[src/rtl/im_arbiter_pkg.sv]
// Shared types and widths for the instruction-memory arbiter.
// IM_ARBITER_PERF_EN enables the optional grant/conflict counters.
package im_arbiter_pkg;

  localparam int unsigned CNT_W = 16;

  typedef enum logic {
    ST_BOOT = 1'b0,
    ST_RUN  = 1'b1
  } state_e;

  // Which requester received the most recent grant.
  typedef enum logic {
    PTR_FETCH = 1'b0,
    PTR_LOAD  = 1'b1
  } ptr_e;

  function automatic logic [CNT_W-1:0] sat_inc(input logic [CNT_W-1:0] v, input logic en);
    return (en && (v != {CNT_W{1'b1}})) ? v + CNT_W'(1) : v;
  endfunction

endpackage

[src/rtl/im_arbiter_if.sv]
// Requester and memory-side signal bundle for im_arbiter.
// The slave modport is the arbiter's view; master is the surrounding system's view.
interface im_arbiter_if #(
  parameter int unsigned DATA_SIZE = 32,
  parameter int unsigned ADDR_SIZE = 10
);

  logic                 fetch_req;
  logic [ADDR_SIZE-1:0] fetch_addr;
  logic                 fetch_gnt;
  logic                 fetch_valid;
  logic [DATA_SIZE-1:0] fetch_data;

  logic                 load_req;
  logic [ADDR_SIZE-1:0] load_addr;
  logic [DATA_SIZE-1:0] load_data;
  logic                 load_gnt;
  logic                 load_done;

  logic                 IM_enable;
  logic                 IM_read;
  logic                 IM_write;
  logic [ADDR_SIZE-1:0] IM_address;
  logic [DATA_SIZE-1:0] IMin;
  logic [DATA_SIZE-1:0] instruction;

  logic                 boot_mode;

  modport slave (
    input  fetch_req, fetch_addr, load_req, load_addr, load_data, load_done, instruction,
    output fetch_gnt, fetch_valid, fetch_data, load_gnt,
    output IM_enable, IM_read, IM_write, IM_address, IMin, boot_mode
  );

  modport master (
    output fetch_req, fetch_addr, load_req, load_addr, load_data, load_done, instruction,
    input  fetch_gnt, fetch_valid, fetch_data, load_gnt,
    input  IM_enable, IM_read, IM_write, IM_address, IMin, boot_mode
  );

endinterface

[src/rtl/im_rr_sel.sv]
// Two-way round-robin selector: one-hot grant {load, fetch}; on a tie the
// requester that was not granted last wins.
module im_rr_sel
  import im_arbiter_pkg::*;
(
  input  logic       req_fetch_i,
  input  logic       req_load_i,
  input  ptr_e       last_i,
  output logic [1:0] gnt_o
);

  always_comb begin
    gnt_o = 2'b00;
    if (req_fetch_i && req_load_i) begin
      gnt_o = (last_i == PTR_LOAD) ? 2'b01 : 2'b10;
    end else if (req_fetch_i) begin
      gnt_o = 2'b01;
    end else if (req_load_i) begin
      gnt_o = 2'b10;
    end
  end

endmodule

[src/rtl/im_arbiter.sv]
// Instruction-memory arbiter: loader-only BOOT phase, then round-robin between
// CPU fetch and loader. Define IM_ARBITER_PERF_EN for rd/wr/conflict counters.
module im_arbiter
  import im_arbiter_pkg::*;
#(
  parameter int unsigned DATA_SIZE = 32,
  parameter int unsigned ADDR_SIZE = 10
) (
  input  logic clk,
  input  logic rst,
  im_arbiter_if.slave bus
`ifdef IM_ARBITER_PERF_EN
  ,
  output logic [CNT_W-1:0] rd_count,
  output logic [CNT_W-1:0] wr_count,
  output logic [CNT_W-1:0] conflict_count
`endif
);

  state_e               state_q, state_d;
  ptr_e                 last_q, last_d;
  logic                 fetch_valid_q;
  logic [DATA_SIZE-1:0] fetch_data_q;
  logic [1:0]           rr_gnt_c;
  logic                 fetch_gnt_c, load_gnt_c;
  logic [ADDR_SIZE-1:0] im_addr_c;
  logic [DATA_SIZE-1:0] im_wdata_c;

  im_rr_sel u_rr_sel (
    .req_fetch_i (bus.fetch_req),
    .req_load_i  (bus.load_req),
    .last_i      (last_q),
    .gnt_o       (rr_gnt_c)
  );

  always_ff @(posedge clk or negedge rst) begin
    if (!rst) begin
      state_q       <= ST_BOOT;
      last_q        <= PTR_LOAD;
      fetch_valid_q <= 1'b0;
      fetch_data_q  <= '0;
    end else begin
      state_q       <= state_d;
      last_q        <= last_d;
      fetch_valid_q <= fetch_gnt_c;
      if (fetch_valid_q) begin
        fetch_data_q <= bus.instruction;
      end
    end
  end

  // Next state and grants; grants are forced low while reset is held.
  always_comb begin
    state_d     = state_q;
    last_d      = last_q;
    fetch_gnt_c = 1'b0;
    load_gnt_c  = 1'b0;
    case (state_q)
      ST_BOOT: begin
        load_gnt_c = bus.load_req;
        if (bus.load_done) begin
          state_d = ST_RUN;
        end
      end
      ST_RUN: begin
        fetch_gnt_c = rr_gnt_c[0];
        load_gnt_c  = rr_gnt_c[1];
        if (rr_gnt_c[0]) begin
          last_d = PTR_FETCH;
        end else if (rr_gnt_c[1]) begin
          last_d = PTR_LOAD;
        end
      end
      default: state_d = ST_BOOT;
    endcase
    if (!rst) begin
      fetch_gnt_c = 1'b0;
      load_gnt_c  = 1'b0;
    end
  end

  always_comb begin
    im_addr_c  = '0;
    im_wdata_c = '0;
    if (fetch_gnt_c) begin
      im_addr_c = bus.fetch_addr;
    end else if (load_gnt_c) begin
      im_addr_c  = bus.load_addr;
      im_wdata_c = bus.load_data;
    end
  end

  assign bus.fetch_gnt   = fetch_gnt_c;
  assign bus.load_gnt    = load_gnt_c;
  assign bus.IM_enable   = fetch_gnt_c | load_gnt_c;
  assign bus.IM_read     = fetch_gnt_c;
  assign bus.IM_write    = load_gnt_c;
  assign bus.IM_address  = im_addr_c;
  assign bus.IMin        = im_wdata_c;
  assign bus.boot_mode   = (state_q == ST_BOOT);
  assign bus.fetch_valid = fetch_valid_q;
  // Memory read data arrives the cycle after the grant; hold it afterwards.
  assign bus.fetch_data  = fetch_valid_q ? bus.instruction : fetch_data_q;

`ifdef IM_ARBITER_PERF_EN
  logic [CNT_W-1:0] rd_cnt_q, wr_cnt_q, cf_cnt_q;
  logic             conflict_c;

  assign conflict_c = (state_q == ST_RUN) && bus.fetch_req && bus.load_req;

  always_ff @(posedge clk or negedge rst) begin
    if (!rst) begin
      rd_cnt_q <= '0;
      wr_cnt_q <= '0;
      cf_cnt_q <= '0;
    end else begin
      rd_cnt_q <= sat_inc(rd_cnt_q, fetch_gnt_c);
      wr_cnt_q <= sat_inc(wr_cnt_q, load_gnt_c);
      cf_cnt_q <= sat_inc(cf_cnt_q, conflict_c);
    end
  end

  assign rd_count       = rd_cnt_q;
  assign wr_count       = wr_cnt_q;
  assign conflict_count = cf_cnt_q;
`endif

endmodule

[src/flat_wrapper.sv]
// flat-port wrapper written by rule: the top's interface ports become plain ports
module im_arbiter_flat import im_arbiter_pkg::*;
#(
  parameter int unsigned DATA_SIZE = 32,
  parameter int unsigned ADDR_SIZE = 10
)
  (clk, rst, bus_fetch_req, bus_fetch_addr, bus_load_req, bus_load_addr, bus_load_data, bus_load_done, bus_instruction, bus_fetch_gnt, bus_fetch_valid, bus_fetch_data, bus_load_gnt, bus_IM_enable, bus_IM_read, bus_IM_write, bus_IM_address, bus_IMin, bus_boot_mode);
  im_arbiter_if #(.DATA_SIZE(DATA_SIZE), .ADDR_SIZE(ADDR_SIZE)) bus_i ();
  input  logic clk;
  input  logic rst;
  input wire logic [$bits(bus_i.fetch_req)-1:0] bus_fetch_req;
  input wire logic [$bits(bus_i.fetch_addr)-1:0] bus_fetch_addr;
  input wire logic [$bits(bus_i.load_req)-1:0] bus_load_req;
  input wire logic [$bits(bus_i.load_addr)-1:0] bus_load_addr;
  input wire logic [$bits(bus_i.load_data)-1:0] bus_load_data;
  input wire logic [$bits(bus_i.load_done)-1:0] bus_load_done;
  input wire logic [$bits(bus_i.instruction)-1:0] bus_instruction;
  output wire logic [$bits(bus_i.fetch_gnt)-1:0] bus_fetch_gnt;
  output wire logic [$bits(bus_i.fetch_valid)-1:0] bus_fetch_valid;
  output wire logic [$bits(bus_i.fetch_data)-1:0] bus_fetch_data;
  output wire logic [$bits(bus_i.load_gnt)-1:0] bus_load_gnt;
  output wire logic [$bits(bus_i.IM_enable)-1:0] bus_IM_enable;
  output wire logic [$bits(bus_i.IM_read)-1:0] bus_IM_read;
  output wire logic [$bits(bus_i.IM_write)-1:0] bus_IM_write;
  output wire logic [$bits(bus_i.IM_address)-1:0] bus_IM_address;
  output wire logic [$bits(bus_i.IMin)-1:0] bus_IMin;
  output wire logic [$bits(bus_i.boot_mode)-1:0] bus_boot_mode;
  assign bus_i.fetch_req = bus_fetch_req;
  assign bus_i.fetch_addr = bus_fetch_addr;
  assign bus_i.load_req = bus_load_req;
  assign bus_i.load_addr = bus_load_addr;
  assign bus_i.load_data = bus_load_data;
  assign bus_i.load_done = bus_load_done;
  assign bus_i.instruction = bus_instruction;
  assign bus_fetch_gnt = bus_i.fetch_gnt;
  assign bus_fetch_valid = bus_i.fetch_valid;
  assign bus_fetch_data = bus_i.fetch_data;
  assign bus_load_gnt = bus_i.load_gnt;
  assign bus_IM_enable = bus_i.IM_enable;
  assign bus_IM_read = bus_i.IM_read;
  assign bus_IM_write = bus_i.IM_write;
  assign bus_IM_address = bus_i.IM_address;
  assign bus_IMin = bus_i.IMin;
  assign bus_boot_mode = bus_i.boot_mode;
  im_arbiter #(.DATA_SIZE(DATA_SIZE), .ADDR_SIZE(ADDR_SIZE)) u_core (.clk(clk), .rst(rst), .bus(bus_i));
endmodule
[config.mk]
export PLATFORM = sky130hd
export DESIGN_NAME = im_arbiter_flat
export DESIGN_NICKNAME = d
export VERILOG_FILES = /design/src/rtl/im_arbiter_pkg.sv /design/src/rtl/im_arbiter_if.sv /design/src/rtl/im_rr_sel.sv /design/src/rtl/im_arbiter.sv /design/src/flat_wrapper.sv
export SDC_FILE = /design/constraint.sdc
export NUM_CORES = 1
export LEC_CHECK = 0
export BUFFER_PORTS_ARGS = -buffer_cell sky130_fd_sc_hd__buf_2
export CAP_MARGIN = 10
export CORE_MARGIN = 2
export CORE_UTILIZATION = 32
export DETAILED_ROUTE_END_ITERATION = 8
export PLACE_DENSITY = 0.79
export SYNTH_ARGS = -nofsm -noshare
export SYNTH_HDL_FRONTEND = slang
export SYNTH_HIERARCHICAL = 1
export SYNTH_SLANG_ARGS = --single-unit
[constraint.sdc]
create_clock -name clk -period 1.8 [get_ports clk]
set_input_delay 0.45 -clock clk [delete_from_list [all_inputs] [get_ports clk]]
set_output_delay 0.45 -clock clk [all_outputs]
set_load 0.1 [all_outputs]
==> impl_metrics.tcl <==
set metrics [dict create \
    yosysTopAreaCellShare 0.498 \
    fin_crit_sh 1.33 \
    yosysTopAreaCell "dfrtp_1" \
    max_freq_ghz 0.418 \
    wire_per_inst_um 26.7 \
    failed_checks "negative setup slack" \
    synth_area_leaders "dfrtp_1 (50%), mux2_2 (20%), and2_1 (12%), a22o_1 (5.1%), buf_6 (2.6%)" \
    start_kind "flip-flop" \
    ir_worst_vdd_mv 0.674 \
    ant_nets 0 \
    stdcell_area_um2 4740 \
    grt_pass1_vias 2425 \
    grt_usage 0.354 \
    cts_buffer_depth 2 \
    multi_input_area_um2 1070 \
    core_um2 5140 \
    clk_latency_ns 0.30 \
    critPathKind "flip-flop to output pin" \
    area_growth_syn_to_layout_pct 177 \
    netlist_area_um2 1710 \
    path_cells "inv_2 -> a21boi_2 -> buf_4 -> and3_4 -> clkbuf_16 -> a22o_4 -> buf_12" \
    finalMaxSlewViolations 0 \
    status "finished, violations left" \
    die-width_um 77.1 \
    p_leak_nw 2.34 \
    timing.final.ws_setup_ns -0.592 \
    grt_first_pass_wirelength_mm 15.3 \
    post-route-min-period_ns 2.39 \
    drv_cap 0 \
    drive_gt1_frac 0.893 \
    first_iter_violations 134 \
    hpwlAfterDp_mm 6.25 \
    dpl_cell_area_um2 4240 \
    tritoncts.num_buffers 5 \
    slowest_delay_ns 0.60 \
    num_rows 26 \
    worst_setup_path_end_kind "output pin" \
    final_nets 442 \
    synth_nets 223 \
    cts_tree "built" \
    antenna_found_initial 1 \
    tns_ns -33.61 \
    cpMaxStageDelayCell "dfstp_2" \
    finClkSkew_ns 0.0116 \
    ys_ff_latch 35 \
    post-route-util 0.922 \
    cts_max_level 2 \
    ios 170 \
    cts-root-buf "clkbuf_8" \
    fillers 181 \
    clkTransAtPathRegs_ns 0.08 \
    rsz0062_at_grt "true" \
    ff_latch_area_um2 881 \
    port_buffers 169 \
    place.detailed.instances 378 \
    routed_wl_mm 11.4 \
    gr-total-overflow 0 \
    avgSynthCellArea_um2 12.7 \
    worst_pin_slew_ns 0.283 \
    initial_core_util 0.332 \
    ys_seq_area_frac 0.514 \
    relSlewSlack 0.813 \
    die_y_um 77.1 \
    vias 2148 \
    crit_fanout 6 \
    arrival_ns 1.94 \
    synthDistinctLibCells 20 \
    hold_viol 0 \
    cts.sinks 35 \
    critical_path_required_ns 1.35 \
    instances_no_fill 425 \
    powerDensity_nw_per_um2 1120 \
    yosys_warnings 6 \
    drc 0 \
    setup_viol 80 \
    synthCells 134 \
    vias_per_cell 5.05 \
    die_area_um2 5940 \
    drtPass1Iterations 4 \
    gp_congestion 0.794 \
    holdCritPathClass "input port to asynchronous set/reset pin" \
    grt_max_degree 24 \
]
## per-layer routing
layer / GRT usage / share of wire
met3: 0.0906 / 0.075
met2: 0.654 / 0.54
met4: 0.221 / 0.071
met5: 0 / 0
met1: 0.349 / 0.31
## metrics by stage
step / setup slack, ns / total power, mW / hold WS [ns]
6_report: -0.592 / 5.29 / 0.163
5_1_grt: -0.621 / 5.39 / 0.144
4_1_cts: -0.502 / 5.08 / 0.130
3_5_place_dp: -0.390 / 4.33 / 0.420
3_3_place_gp: -0.337 / 4.25 / 0.415
2_1_floorplan: -0.407 / 3.12 / 0.154
## Yosys cell counts
cell type / number
a21oi_1: 2
and2_1: 32
buf_4: 2
inv_1: 2
nand3b_2: 1
nand2b_1: 1
dfrtp_1: 34
mux2_1: 2
buf_2: 4
a21boi_4: 1
a21boi_1: 1
clkbuf_1: 1
or2_2: 2
a21boi_0: 2
nand2_1: 1
dfstp_2: 1
mux2_2: 30
buf_6: 4
and3_1: 1
a22o_1: 10
## cells in the final DEF, fill, tap and decap left out, drive strengths merged
cell and count:
and2 32, diode 1, nand3b 1, clkinvlp 1
and3 1, a22o 10, clkbuf 7, or2 2
clkinv 1, nand2b 1, a21oi 2, a21boi 4
dfrtp 34, inv 2, dfstp 1, nand2 1
mux2 32, buf 222
## state kept, by name (all words and copies together) (netlist names)
| signal | flops |
|---|---|
| u_core/bus.fetch_valid | 1 |
| u_core/fetch_data_q | 32 |
| u_core/last_q | 1 |
| u_core/state_q | 1 |
## path summary, 6_finish.rpt
kind	startpoint	to	slack [ns]	cells past startpoint
setup / recovery	u_core/last_q$_DFFE_PN1P_	bus_IM_address[4]	-0.59	7
hold / removal	rst	u_core/state_q$_DFF_PN0_	0.16	2
setup reg to reg	u_core/last_q$_DFFE_PN1P_	u_core/bus.fetch_valid$_DFF_PN0_	0.10	8
hold reg to reg	u_core/fetch_data_q[16]$_DFF_PN0_	u_core/fetch_data_q[16]$_DFF_PN0_	0.53	1
max in group asynchronous	rst	u_core/bus.fetch_valid$_DFF_PN0_	1.21	3
min in group clk	bus_load_done	u_core/state_q$_DFF_PN0_	0.38	2
## kinds of logic (layout without fill, tap and decap cells)
family | count (synthesis) | after routing | synth area share
muxes | 32 | 32 | 0.211
buffers and inverters | 13 | 233 | 0.0535
other | 0 | 1 | 0
AOI/OAI and AO/OA | 16 | 16 | 0.0813
DFF | 35 | 35 | 0.514
and+or+nand+nor | 38 | 38 | 0.141
## final cells by class
type,instances,share of cell area
timing repair buffer,223,0.550
multi-input combinational,86,0.226
sequential,35,0.186
tap,70,0.0185
clock buffer,6,0.0153
clock inverter,2,0.00264
inverter,2,0.00158
antenna,1,0.000528
## repair_timing
item	CTS	global route
hold buffers	0	0
endpoints found under the setup margin	80	80
gates cloned	2	1
resized for setup	15	3
setup buffers	24	13
pin swaps	3	2
## critical path, delay by kind of cell (launching register included)
| family | cells | cell delay (ns) |
|---|---|---|
| flops | 1 | 0.60 |
| simple gates | 1 | 0.24 |
| compound gates | 2 | 0.28 |
| buf+inv | 4 | 0.52 |
## where the power goes
group | leakage, nW | total, mW | internal, mW | switching (mW)
Combinational | 1.89 | 3.65 | 1.43 | 2.22
Sequential | 0.408 | 1.05 | 0.953 | 0.0950
Clock | 0.0412 | 0.593 | 0.271 | 0.322
(Power assumes the default switching activity.)
